--- src/rtl/div_pkg.sv ---
// Shared definitions for the sequential restoring divider.
package div_pkg;
  localparam int DIV_WIDTH = 32;
  localparam int CNT_W     = $clog2(DIV_WIDTH);

  typedef enum logic [1:0] {
    IDLE = 2'd0,
    ITER = 2'd1,
    FIX  = 2'd2,
    DONE = 2'd3
  } state_t;
endpackage

--- src/rtl/div_step.sv ---
// One restoring-division iteration: shift {A,Q} left, trial-subtract M,
// keep the difference if it did not go negative, and shift in the quotient bit.
module div_step #(
  parameter int WIDTH = 32
) (
  input  logic [WIDTH:0]   a,
  input  logic [WIDTH-1:0] q,
  input  logic [WIDTH-1:0] m,
  output logic [WIDTH:0]   a_next,
  output logic [WIDTH-1:0] q_next
);
  // One extra bit above the accumulator so the borrow of the trial
  // subtraction is a plain sign bit.
  logic [WIDTH+1:0] sh;
  logic [WIDTH+1:0] diff;
  logic             neg;

  // Trial subtraction and restore decision
  always_comb begin
    sh     = {a, q[WIDTH-1]};
    diff   = sh - {2'b00, m};
    neg    = diff[WIDTH+1];
    a_next = neg ? sh[WIDTH:0] : diff[WIDTH:0];
    q_next = {q[WIDTH-2:0], ~neg};
  end
endmodule

--- src/rtl/div_seq_ctrl.sv ---
// Sequential signed/unsigned divider: one restoring step per cycle,
// followed by a sign-fix cycle and a one-cycle done pulse.
module div_seq_ctrl
  import div_pkg::*;
#(
  parameter int WIDTH = DIV_WIDTH
) (
  input  logic             clock,
  input  logic             clear,
  input  logic             start,
  input  logic             signed_op,
  input  logic [WIDTH-1:0] dividend,
  input  logic [WIDTH-1:0] divisor,
  output logic             busy,
  output logic             done,
  output logic [WIDTH-1:0] quotient,
  output logic [WIDTH-1:0] remainder,
  output logic             div_by_zero
);
  localparam int CW = (WIDTH > 1) ? $clog2(WIDTH) : 1;
  localparam logic [CW-1:0] LAST = CW'(WIDTH - 1);

  state_t           state, state_nxt;
  logic [WIDTH:0]   acc;
  logic [WIDTH-1:0] q_reg, m_reg;
  logic [CW-1:0]    cnt;
  logic             neg_q, neg_r;
  logic [WIDTH:0]   acc_step;
  logic [WIDTH-1:0] q_step;
  logic             dvd_neg, dvs_neg;

  assign dvd_neg = signed_op & dividend[WIDTH-1];
  assign dvs_neg = signed_op & divisor[WIDTH-1];

  div_step #(.WIDTH(WIDTH)) u_step (
    .a      (acc),
    .q      (q_reg),
    .m      (m_reg),
    .a_next (acc_step),
    .q_next (q_step)
  );

  // State register; clear wins over everything
  always_ff @(posedge clock) begin
    if (clear) state <= IDLE;
    else       state <= state_nxt;
  end

  // Next-state and status outputs
  always_comb begin
    state_nxt = state;
    busy      = 1'b0;
    done      = 1'b0;
    case (state)
      IDLE: if (start) state_nxt = (divisor == '0) ? DONE : ITER;
      ITER: begin
        busy = 1'b1;
        if (cnt == LAST) state_nxt = FIX;
      end
      FIX: begin
        busy      = 1'b1;
        state_nxt = DONE;
      end
      DONE: begin
        done      = 1'b1;
        state_nxt = IDLE;
      end
      default: state_nxt = IDLE;
    endcase
  end

  // Operand capture, iteration datapath and result registers
  always_ff @(posedge clock) begin
    if (clear) begin
      acc         <= '0;
      q_reg       <= '0;
      m_reg       <= '0;
      cnt         <= '0;
      neg_q       <= 1'b0;
      neg_r       <= 1'b0;
      quotient    <= '0;
      remainder   <= '0;
      div_by_zero <= 1'b0;
    end else begin
      case (state)
        IDLE: if (start) begin
          neg_q       <= dvd_neg ^ dvs_neg;
          neg_r       <= dvd_neg;
          acc         <= '0;
          cnt         <= '0;
          q_reg       <= dvd_neg ? -dividend : dividend;
          m_reg       <= dvs_neg ? -divisor : divisor;
          div_by_zero <= 1'b0;
          // Zero divisor skips the iteration and reports immediately
          if (divisor == '0) begin
            quotient    <= '1;
            remainder   <= dividend;
            div_by_zero <= 1'b1;
          end
        end
        ITER: begin
          acc   <= acc_step;
          q_reg <= q_step;
          cnt   <= cnt + CW'(1);
        end
        FIX: begin
          quotient  <= neg_q ? -q_reg : q_reg;
          remainder <= neg_r ? -acc[WIDTH-1:0] : acc[WIDTH-1:0];
        end
        default: ;
      endcase
    end
  end
endmodule

--- config.mk ---
export PLATFORM = sky130hd
export DESIGN_NAME = div_seq_ctrl
export DESIGN_NICKNAME = d
export VERILOG_FILES = /design/src/rtl/div_pkg.sv /design/src/rtl/div_step.sv /design/src/rtl/div_seq_ctrl.sv
export SDC_FILE = /design/constraint.sdc
export NUM_CORES = 1
export LEC_CHECK = 0
export BUFFER_PORTS_ARGS = -buffer_cell sky130_fd_sc_hd__buf_2
export CAP_MARGIN = 5
export CORE_MARGIN = 2
export CORE_UTILIZATION = 59
export CTS_CLUSTER_DIAMETER = 80
export DETAILED_ROUTE_END_ITERATION = 10
export PLACE_DENSITY = 0.81
export SYNTH_ARGS = -nofsm -noshare
export SYNTH_HDL_FRONTEND = slang
export SYNTH_SLANG_ARGS = --single-unit
--- constraint.sdc ---
create_clock -name clock -period 3.7 [get_ports clock]
set_input_delay 0.74 -clock clock [delete_from_list [all_inputs] [get_ports clock]]
set_output_delay 0.74 -clock clock [all_outputs]
set_load 0.03 [all_outputs]
# Yosys cells after proc, flatten, opt, wreduce, memory -nomap -nowiden
# Cells that the tools add are included.
# classes
addsub	6
eq_ne	7
muxes	24
bitwise_logic	4
n_reduce_logical	9
# op_table
cell	n
32-bit 2-to-1 mux	9
32-bit case mux with 2 select lines	3
32-bit negation	4
33-bit 2-to-1 mux	2
33-bit case mux with 2 select lines	1
34-bit by 32-bit subtractor with 34-bit output	1
32-bit logical NOT	1
5-bit case mux with 2 select lines	1
2-bit case mux with 4 select lines	1
2-bit 2-to-1 mux	3
2-bit != test, second input constant	3
2-bit AND reduction	3
5-bit by 1-bit adder with 5-bit output, second input constant	1
5-bit equality test, second input constant	1
5-bit 2-to-1 mux	1
2-bit equality test, second input constant	2
2-bit nonzero test	2
1-bit 2-to-1 mux	3
3-bit AND reduction	1
1-bit bitwise AND	2
2-bit by 1-bit equality test with 1-bit output, second input constant	1
2-bit logical NOT	1
2-bit OR reduction	1
1-bit NOT	1
1-bit XOR	1
# totals
regBits	171
in_bits	68
out_inout_bits	67

# Logic depth before layout (Yosys ltp)
# depth
word_depth	4
depth_mapped	13

# Hierarchy
# A second synthesis with hierarchy kept.
# hier_totals
cells_unflattened	1505
hier_area_um2	11654.9
# by_module_without_submodules
module	instances	cells_per_inst	area_per_inst_um2	seq_area_each_um2
div_seq_ctrl	1	1146	9251.4	3423.3
div_step	1	359	2403.6	0.0

# Worst setup path before layout
# Ideal clock, no wire load.
# synth_timing
path_kind	flip-flop to flip-flop
startpoint	reg q_reg[31]
endpoint	reg acc[26]
setup_time_ns	0.125
t_arrival_ns	2.697
required_ns	3.575
path_slack_ns	0.878
stages_incl_launch_ff	13
synth_period_minus_slack_ns	2.822
cell_sequence	dfxtp_1 > inv_1 > ha_1 > inv_1 > fa_1 > a21o_1 > a221o_1 > nand4_1 > a31o_2 > a31oi_1 > or4b_2 > nand3_1 > o21ai_0
# synth_via
elab_chain_len	3
# synth_rtl
item	line_no	rtl
start, declared	div_seq_ctrl.sv:25	logic [WIDTH-1:0] q_reg, m_reg;
start signal, assigned	div_seq_ctrl.sv:91	q_reg <= dvd_neg ? -dividend : dividend;
start signal, assigned	div_seq_ctrl.sv:103	q_reg <= q_step;
34-bit by 32-bit subtractor with 34-bit output	div_step.sv:21	diff = sh - {2'b00, m};
33-bit 2-to-1 mux	div_step.sv:23	a_next = neg ? sh[WIDTH:0] : diff[WIDTH:0];
33-bit case mux with 2 select lines	div_seq_ctrl.sv:85	case (state)
end signal, assigned	div_seq_ctrl.sv:102	acc <= acc_step;
end, declared	div_seq_ctrl.sv:24	logic [WIDTH:0] acc;
# No other way between the ends.
# A chain may end at the register's enable or synchronous reset.

# Worst setup path after layout
# layout_timing
startpoint	reg acc[13]
endpoint	reg q_reg[0]
# layout_via
elab_chain_len	3
# layout_rtl
item	line_no	rtl
34-bit by 32-bit subtractor with 34-bit output	div_step.sv:21	
1-bit NOT	div_step.sv:24	q_next = {q[WIDTH-2:0], ~neg};
32-bit case mux with 2 select lines	div_seq_ctrl.sv:85	
# No other way between the ends.

==> summary.md <==
The logs give 17 for the number of buffers created by CTS and 0.2456 for the worst slew margin relative to its limit. The overall overflow remaining after global route was 0. In this run, post-CTS repair resized a total of 0 instances. The sequential power share is 0.328. The synthesis-to-layout area growth works out to 12.79%. The fraction of final layout cells with drive strength greater than 1 was 0.1349. For the hold violation count in the final report, the log shows 0. Counting flops with a built-in enable in the synthesized netlist gives 0. The routed wirelength normalized by instance count was 17.94 um. The register with the highest flop count was acc. Share of cell area taken by muxes after synthesis: 0.007064.

The effective utilization at floorplan is 0.6040. The slew at the pin closest to its max-slew limit came out at 1.130 ns. The number of nets handed over by synthesis was 1634. Setup violations remaining at the end of the flow were counted as 0. For the wire length on met1, the log shows 13860 um.

The aggregate global-route resource usage is 0.3284, and the number of flip-flops and latches in the synthesized netlist is 171. The run gives 0.449 as the combinational fraction of design power. The clock slew at the register clock pins of the worst setup and hold paths came out at 0.07 ns. Endpoint class of the critical path: a flop. The endpoint identified for the worst register-to-register timing path is q_reg[0].

The depth of the worst hold-timing path works out to 2. Summed over all failing endpoints, the final setup total negative slack is 0 ns. Static timing analysis puts the maximum clock frequency at 0.3124 GHz. The run gives 4 as the H-tree depth. The flip-flop count of the largest register after layout works out to 33.

The worst setup slack before clock tree synthesis came out at 0.4492 ns. The average cell area after synthesis was 7.443 um^2; the data arrival at the endpoint of the critical path was 3.55 ns. The amount of wire on met3 after detailed routing is 2328 um, and the remaining number of nets flagged by the antenna check after routing is 0. The clock passes through at most 2 buffers. Portion of the clock cycle consumed by the worst path in the final layout: 0.8652. The switching part of the total was 0.4565. Entering global routing, the biggest net connects 102 pins. Detailed-router iteration count before antenna repair: 5. In this run the worst setup path begins at acc[13]. The tools report the largest vdd supply drop as 0.0004415 V.

The startpoint identified for the worst hold timing path is remainder[12]. The count of nets after finishing came out at 1714. The internal power of the cells totals 0.004419 W.

For the synthesized instance count, the log shows 1523. For the cell area after technology mapping, the log shows 11340 um^2. The synthesized design spends more area on one cell type than any other, namely dfxtp_1. The proportion of netlist area held by the largest area contributor is 0.3020.

The run gives 1037 as the count of routing violations after the opening detailed-route iteration. The critical path is of the flop to flop type. The tools report the kind of start point of the critical path as a flop. The total wire length was 33180 um.

The post-synthesis xor/xnor area fraction was 0.1097. Clock latency on the worst-skew pair, taken at its later pin, is 0.44 ns. The worst hold path belongs to the class flop to flop. The uppermost layer routed was met4.

The post-synthesis compound-gate area fraction is 0.2533. Setup slack on the worst reg-to-reg path comes out at 0.50 ns. The simple logic cell fraction of the synthesized area was 0.2247; the data required time of the critical path was 4.05 ns. The flow ran to the end, and the final reports show no timing, DRC or antenna violations.

The total of buffers placed on input and output ports came out at 134. The first global-routing pass estimated 53690 um of wire. Number of post-CTS setup repair buffers: 0. Setup repair after global routing left no endpoint under its margin. Adder-cell area share of the yosys netlist: 0.04812. The number of max-capacitance violations reported is 0.

In the synthesized netlist the dominant register cell turns out to be dfxtp_1. Across the routed clock network, the largest skew measured is 0.01324 ns. The worst hold path terminates at remainder[12]. TritonCTS built the clock tree. The die covers 20340 um^2.

The via count of the first global-routing pass was 10540; the number of sinks driven by the clock tree was 171. The portion of the post-synthesis area used by sequential elements came out at 0.3020. Dominant cell by count in the synthesized netlist: nand2_1.

After synthesis, the most frequently instantiated cells are 203 x nand2_1, 171 x dfxtp_1, 158 x nor2_1. The clock network power share is 0.224. Yosys mapped the design onto 67 distinct sky130hd cell types. For this design, the CTS-stage hold fixing added 0 buffers.

The logs give 0 for the number of warnings issued by yosys and 135 for the number of I/O pins. The fraction of synthesis flops using an asynchronous set or reset pin was 0; the vias per cell was 6.250. The initial antenna violation count was 0. Along the worst path, the maximum fanout reaches 24.

The worst register-to-register path has a depth of 10. The floorplan step defined a core boundary enclosing 18770 um^2. Dominant combinational cell family by area after synthesis: compound AO/OA/AOI/OAI gates. In this run the power density over the cells is 635.9 nW/um^2. Post-route worst setup slack: 0.4988 ns.

After floorplanning, the core was divided into 50 placement rows. The number of max-slew violations in the final report is 0, and the power spent charging and discharging nets is 0.003712 W. The routed layout has 11560 vias.

Cell at the root of the clock tree: clkbuf_16. Subtracting the final worst setup slack from the clock period gives 3.201 ns. The total length of routed met2 wires is 15360 um, and the final weighted congestion in routability-driven placement is 0.9768. The die outline width is 142.6 um.

By area the synthesized netlist is led by dfxtp_1 30%, xor2_1 7.2%, nand2_1 6.7%, a21oi_1 5.4%, nor2_1 5.2%. The repair_antennas step left the layout with diodes totalling 0. For this design the static power due to leakage is 5.135 nW. The HPWL after detailed placement is 24520 um. Measured along the y axis, the die boundary spans 142.6 um. The tools report the total DRC errors in the routed layout as 0. Launching point of the worst reg2reg path: acc[13].
==> worst max path at each step <==
stage,slack (ns),cells past startpoint,to
2_1_floorplan,0.88,12,acc[26]
3_3_place_gp,0.58,9,q_reg[28]
3_5_place_dp,0.45,10,quotient[5]
4_1_cts,0.57,9,q_reg[0]
5_1_grt,0.31,10,q_reg[0]
6_report,0.50,10,q_reg[0]
==> worst max-delay path, cell delays in order, from the launching register on <==
cell	delay (ns)
dfxtp_1	0.51
ha_1	0.38
a21oi_1	0.35
o21ai_0	0.20
o21ai_0	0.24
nand3_1	0.17
a211oi_2	0.42
xnor2_2	0.16
buf_4	0.32
nand2_1	0.10
a221oi_1	0.24
==> per-stage QoR <==
step / power (W) / util / cells / area, um^2 / hold WS, ns
floorplan: 0.005305 / - / 1523 / 11340 / 0.4319
global placement: 0.006204 / 0.6489 / 1818 / 12180 / 0.4350
detailed placement: 0.006272 / 0.6489 / 1818 / 12180 / 0.4449
CTS: 0.008078 / 0.6813 / 1850 / 12790 / 0.4522
global route: 0.008646 / 0.6813 / 1850 / 12790 / 0.4703
finish: 0.008130 / 0.6813 / 1850 / 12790 / 0.4504
==> power by group through the flow <==
stage	clock [W]	sequential (W)	combinational (W)
2_1_floorplan	0	0.00285	0.00245
3_3_place_gp	0	0.00267	0.00353
3_5_place_dp	0	0.00269	0.00358
4_1_cts	0.00182	0.00265	0.00361
5_1_grt	0.00190	0.00272	0.00403
6_report	0.00182	0.00266	0.00365
==> layout by cell type (no fill, tap or decap), types with 12 or more instances in the layout <==
master     synthesis  final
or3_1             17     17
o31ai_1           34     34
inv_1             64     64
nor2_1           158    155
a31oi_1           13     13
a32oi_1           14     14
o41ai_1           12     12
buf_4              0     24
nand4_1           13     13
nand3_1           62     62
or4_1             14     14
xor2_1            93     93
dfxtp_1          171    171
a21oi_1          122    121
nor3_1            24     24
nor4_1            16     16
nand2_1          203    203
a211oi_1          72     72
a311oi_1          16     16
o21ai_0           94     94
o211ai_1          17     17
buf_2             13    133
clkbuf_16          0     17
ha_1              42     40
xnor2_1           49     48
==> kinds of logic after synthesis <==
kind of cell	count (synthesis)
adders and majority gates	43
xor gates and xnor gates	142
DFF	171
buffers and inverters	162
and+or+nand+nor	555
AOI/OAI and AO/OA	442
muxes	8
==> per-layer routing <==
metal / up-vias / GRT usage
met5: - / 0
met1: 5338 / 0.4205
li1: 5630 / -
met3: 90 / 0.05567
met2: 504 / 0.5342
met4: 0 / 0.1673
==> cell type report <==
| type | instances | area [um^2] |
|---|---|---|
| inverter | 64 | 240.2 |
| clock inverter | 15 | 182.7 |
| timing repair buffer | 159 | 885.9 |
| sequential | 171 | 3423 |
| tap | 234 | 292.8 |
| fill | 1565 | 5982 |
| multi-input combinational | 1190 | 7336 |
| clock buffer | 17 | 425.4 |
No activity file was read; power rests on OpenSTA's default activity.
